===== src/rtl/mem_access.sv =====
// Memory-access pipeline stage: aligns/validates loads and stores, drives a
// single-outstanding data-RAM request and formats returned load data.
module mem_access (
  input  logic        clk,
  input  logic        rst,
  input  logic        flush,
  input  logic        exc_in,
  input  logic        mem_read_flag,
  input  logic        mem_write_flag,
  input  logic        mem_sign_ext_flag,
  input  logic [3:0]  mem_sel,
  input  logic [31:0] mem_write_data,
  input  logic [31:0] result_in,
  input  logic        reg_write_en_in,
  input  logic [4:0]  reg_write_addr_in,
  output logic [31:0] result_out,
  output logic        reg_write_en_out,
  output logic [4:0]  reg_write_addr_out,
  output logic        stall_request,
  output logic        adel,
  output logic        ades,
  output logic [31:0] bad_vaddr,
  output logic        ram_en,
  output logic [3:0]  ram_write_en,
  output logic [31:0] ram_addr,
  output logic [31:0] ram_write_data,
  input  logic [31:0] ram_read_data,
  input  logic        ram_ready,
  output logic [1:0]  fsm_state
);

  localparam logic [1:0] IDLE  = 2'd0;
  localparam logic [1:0] REQ   = 2'd1;
  localparam logic [1:0] DONE  = 2'd2;
  localparam logic [1:0] DRAIN = 2'd3;

  logic [1:0]  state;
  logic [31:0] rdata_q;
  logic        mem_op;
  logic        misaligned;
  logic        addr_err;
  logic        access;
  logic [3:0]  strobe;
  logic [31:0] store_data;
  logic [31:0] lane;
  logic [31:0] load_data;

  assign fsm_state  = state;
  assign mem_op     = mem_read_flag | mem_write_flag;
  assign misaligned = ((mem_sel == 4'b0011) & result_in[0]) |
                      ((mem_sel == 4'b1111) & (result_in[1:0] != 2'b00));
  // Address faults are only raised when the instruction is first evaluated.
  assign addr_err   = (state == IDLE) & mem_op & misaligned & ~exc_in;
  assign access     = (state == IDLE) & mem_op & ~exc_in & ~flush & ~misaligned;
  assign strobe     = mem_sel << result_in[1:0];
  assign lane       = rdata_q >> {result_in[1:0], 3'b000};

  assign adel               = addr_err & mem_read_flag;
  assign ades               = addr_err & mem_write_flag;
  assign bad_vaddr          = addr_err ? result_in : 32'd0;
  assign reg_write_en_out   = reg_write_en_in & ~flush & ~addr_err;
  assign reg_write_addr_out = reg_write_addr_in;
  assign result_out         = ((state == DONE) && mem_read_flag) ? load_data : result_in;

  always_comb begin
    store_data = mem_write_data;
    case (mem_sel)
      4'b0001: store_data = {4{mem_write_data[7:0]}};
      4'b0011: store_data = {2{mem_write_data[15:0]}};
      default: store_data = mem_write_data;
    endcase
  end

  always_comb begin
    load_data = rdata_q;
    case (mem_sel)
      4'b0001: load_data = mem_sign_ext_flag ? {{24{lane[7]}}, lane[7:0]}
                                             : {24'd0, lane[7:0]};
      4'b0011: load_data = mem_sign_ext_flag ? {{16{lane[15]}}, lane[15:0]}
                                             : {16'd0, lane[15:0]};
      default: load_data = rdata_q;
    endcase
  end

  always_comb begin
    stall_request = 1'b0;
    case (state)
      IDLE:    stall_request = access;
      REQ:     stall_request = 1'b1;
      DONE:    stall_request = 1'b0;
      DRAIN:   stall_request = mem_op;
      default: stall_request = 1'b0;
    endcase
  end

  // RAM handshake: ram_en is the valid; address/strobes/data stay frozen while
  // it is high and the transfer completes in the cycle ram_ready is high.
  // ram_en drops without ram_ready only when rst abandons the request.
  always_ff @(posedge clk) begin
    if (rst) begin
      state          <= IDLE;
      ram_en         <= 1'b0;
      ram_write_en   <= 4'd0;
      ram_addr       <= 32'd0;
      ram_write_data <= 32'd0;
      rdata_q        <= 32'd0;
    end else begin
      case (state)
        IDLE: begin
          if (access) begin
            ram_en         <= 1'b1;
            ram_addr       <= {result_in[31:2], 2'b00};
            ram_write_en   <= mem_write_flag ? strobe : 4'd0;
            ram_write_data <= store_data;
            state          <= REQ;
          end
        end
        REQ: begin
          if (ram_ready) begin
            ram_en <= 1'b0;
            if (flush) begin
              state <= IDLE;
            end else begin
              rdata_q <= ram_read_data;
              state   <= DONE;
            end
          end else if (flush) begin
            state <= DRAIN;
          end
        end
        DONE: state <= IDLE;
        DRAIN: begin
          if (ram_ready) begin
            ram_en <= 1'b0;
            state  <= IDLE;
          end
        end
        default: state <= IDLE;
      endcase
    end
  end

endmodule


===== config.mk =====
export PLATFORM = sky130hd
export DESIGN_NAME = mem_access
export DESIGN_NICKNAME = d
export VERILOG_FILES = /design/src/rtl/mem_access.sv
export SDC_FILE = /design/constraint.sdc
export NUM_CORES = 1
export LEC_CHECK = 0
export CAP_MARGIN = 0
export CELL_PAD_IN_SITES_DETAIL_PLACEMENT = 1
export CELL_PAD_IN_SITES_GLOBAL_PLACEMENT = 1
export CORE_MARGIN = 4
export CORE_UTILIZATION = 26
export DETAILED_ROUTE_END_ITERATION = 16
export GPL_TIMING_DRIVEN = 0
export PLACE_DENSITY = 0.83
export SKIP_LAST_GASP = 1
export SLEW_MARGIN = 25
export SYNTH_ARGS = -nofsm -noshare
export SYNTH_HDL_FRONTEND = slang
export SYNTH_SLANG_ARGS = --single-unit

===== constraint.sdc =====
create_clock -name clk -period 1.78 [get_ports clk]
set_input_delay 0.178 -clock clk [delete_from_list [all_inputs] [get_ports clk]]
set_output_delay 0.178 -clock clk [all_outputs]
set_load 0.05 [all_outputs]

==> qor.yml <==
synth.avg_cell_area_um2: 7.96
antenna_found_initial: 5
path_clk_slew_ps: 70
p_sw_share_pct: 35.9
slew_violations: 0
die-area_um2: 22600
syn_inst: 661
register_area_um2: 2070
use_met1_pct: 30.4
slowest_delay_ps: 370
fmax_ghz: 0.415
max_slew_margin_pct: 36.1
final_core_util_pct: 53.9
cts-root-buf: "clkbuf_16"
path_max_fanout: 5
syn_area_um2: 5260
preCtsSetupSlack_ps: -1730
p_int_uw: 4110
grt_pass1_wl_um: 43900
row_count: 51
cts_made_buffers: 9
ant_nets: 0
setup_viol: 148
grt_pass1_vias: 7086
clock_latency_ps: 370
use_met3_pct: 4.82
multi_input_area_um2: 3870
finalClockSkew_ps: 9.73
final_common_cell: "clkdlybuf4s50_1"
fillers: 2191
grt.busiest_layer: "met2"
pwr-share-seq_pct: 37.4
pwr-share-comb_pct: 32.0
drc: 0
grtUsageTotal_pct: 25.8
critPathMostFrequentCell: "buf_6"
cts_buffer_depth: 2
post_drt_via_cell_ratio: 5.71
min_period_ps: 2410
wl_um: 34500
post_drt_wl_per_cell_um: 27.4
dr.pass1.iters: 5
yosys.area.top_type: "dfxtp_1"
ys_async_sr_fraction_pct: 0
stdcell_count: 1260
io_buffers: 246
synth_edf_count: 0
dp.cells: 1173
leakage_uw: 0.00385
synth_flop_cell: "dfxtp_1"
cts.htree.levels: 3
cp-start-kind: "register"
drt_iter0_markers: 559
power_frac_clock_pct: 30.6
endpoint_kind: "primary output"
vias: 7190
yosysWarnings: 0
ir_worst_vdd_uv: 417
die_h_um: 150
synthDistinctLibCells: 52
drive_gt1_share_pct: 42.6
io_pins: 258
hold_viol_final: 0
drv_cap: 0
p_sw_uw: 2300
crit_path_cell_trace: "mux2_4 > a221o_1 > nor3b_4 > buf_6 > buf_6 > a221o_2 > buf_8"
powerDensity_nw_per_um2: 605
start_util_pct: 26.8
required_ps: 1600
path_buf_inv: 3
final_cell_mix: "166 x clkdlybuf4s50_1, 92 x nand2_1, 85 x dfxtp_1"
finalSetupTns_ps: -51610
area.growth.synth_to_final_pct: 101
hpwl_um: 20800
grt-ovfl-total: 0
use_met2_pct: 45.3
cp.arrival_ps: 2230
grt_max_degree: 18
cts_tree: "built"
globalplace.congestion: 0.887
clock-sinks: 101
ys_ff_latch: 101
grt_setup_unrepaired: "true"
synth.yosys.seq_area_share_pct: 38.4
synth_area_leaders: "dfxtp_1 38%, a21oi_1 9.7%, nand2_1 6.8%"
synth_top_cell_area_share_pct: 38.4
die_w_um: 150
violations: "setup timing"
slowest_stage: "dfxtp_4"
hold_path_class: "input port to register"
nets: 1100
max_slew.worst_pin.slew_ps: 959
core_area_um2: 19700
fin_crit_sh_pct: 135
path_class: "register to primary output"
reg2reg_slack_ps: -430
whs_ps: 357
status: "finished, violations left"
setup_ws_ps: -631
cp_top_family: "compound AO/OA/AOI/OAI gates"
-- path summary, 6_finish.rpt --
check | from | cells past startpoint | to
max | rdata_q[15]$_SDFFE_PP0P_ | 7 | result_out[22]
min | ram_read_data[13] | 3 | rdata_q[13]$_SDFFE_PP0P_
max reg2reg | fsm_state[1]$_SDFFE_PP0P_ | 8 | ram_write_data[15]$_SDFFE_PP0P_
min reg2reg | ram_write_data[6]$_SDFFE_PP0P_ | 2 | ram_write_data[6]$_SDFFE_PP0P_
-- layer usage --
layer  share of wire [%]  routed length [um]  vias to the layer above
met5               0.038                  13                        -
met4                 6.1                2100                        2
li1                    -                   -                     3062
met1                  37               12700                     3544
met2                  50               17100                      449
met3                 7.6                2620                      133
-- power groups by stage --
stage          sequential [uW]  combinational, uW  clock, uW
2_1_floorplan             2680                669          0
6_report                  2400               2050       1960
3_5_place_dp              2440               1620          0
5_1_grt                   2410               2110       2060
3_3_place_gp              2440               1610          0
4_1_cts                   2390               1850       1930
-- area by class of cell --
class,instances,share of cell area [%]
well taps,265,3.13
clock buffers,9,2.12
diodes,4,0.0944
clock inverters,7,0.460
repair buffers,314,32.1
flip-flops and latches,101,19.5
multi-input cells,486,36.5
plain buffers,72,5.95
inverters,2,0.0708
-- synth_stat cells, types with 2 or more instances --
cell         n
mux2i_1     20
nor2_1      11
nor3b_1      4
clkbuf_1    42
inv_1        2
and2_1      33
mux2_2       5
nor3_1       2
buf_6        3
o21ai_0     59
a21oi_1    102
o211a_1      2
o2111ai_1   16
nand3b_1     2
a22oi_1     14
o21ai_1     10
dfxtp_1    101
buf_4       13
nand2_1     95
nor2b_1      2
a221o_1     17
nand4_1      3
a22o_1       5
a31oi_1      8
a211oi_1     8
nand3_1     42
buf_2       14
mux4_2       2
-- what timing repair did --
item                                    CTS  global route
hold buffers                              0             0
resized for setup                       743           177
setup buffers                            47            20
endpoints found under the setup margin  156           167
gates cloned                             10             1
pin swaps                                42            41
-- kinds of logic after synthesis --
family                    synth area share [%]
AOI/OAI and AO/OA                         28.5
xor gates and xnor gates                 0.166
buffers and inverters                     7.13
DFF                                       38.4
muxes                                     6.02
other                                   0.0713
and+or+nand+nor                           19.7
-- registers in the layout, indices dropped and copies added, names as in the netlist --
signal,count
ram_write_en,4
fsm_state,2
ram_addr,30
ram_write_data,32
ram_en,1
rdata_q,32
-- tightest hold or removal path, stage by stage --
cell	delay, ps
clkdlybuf4s50_1	400
nand2_1	60
a21oi_1	50
-- through the flow --
step           power [uW]  area, um^2
6_report             6410       10600
5_1_grt              6580       10600
4_1_cts              6160        9970
3_5_place_dp         4070        8370
3_3_place_gp         4050        8370
2_1_floorplan        3350        5570
No activity file was read; power rests on OpenSTA's default activity.
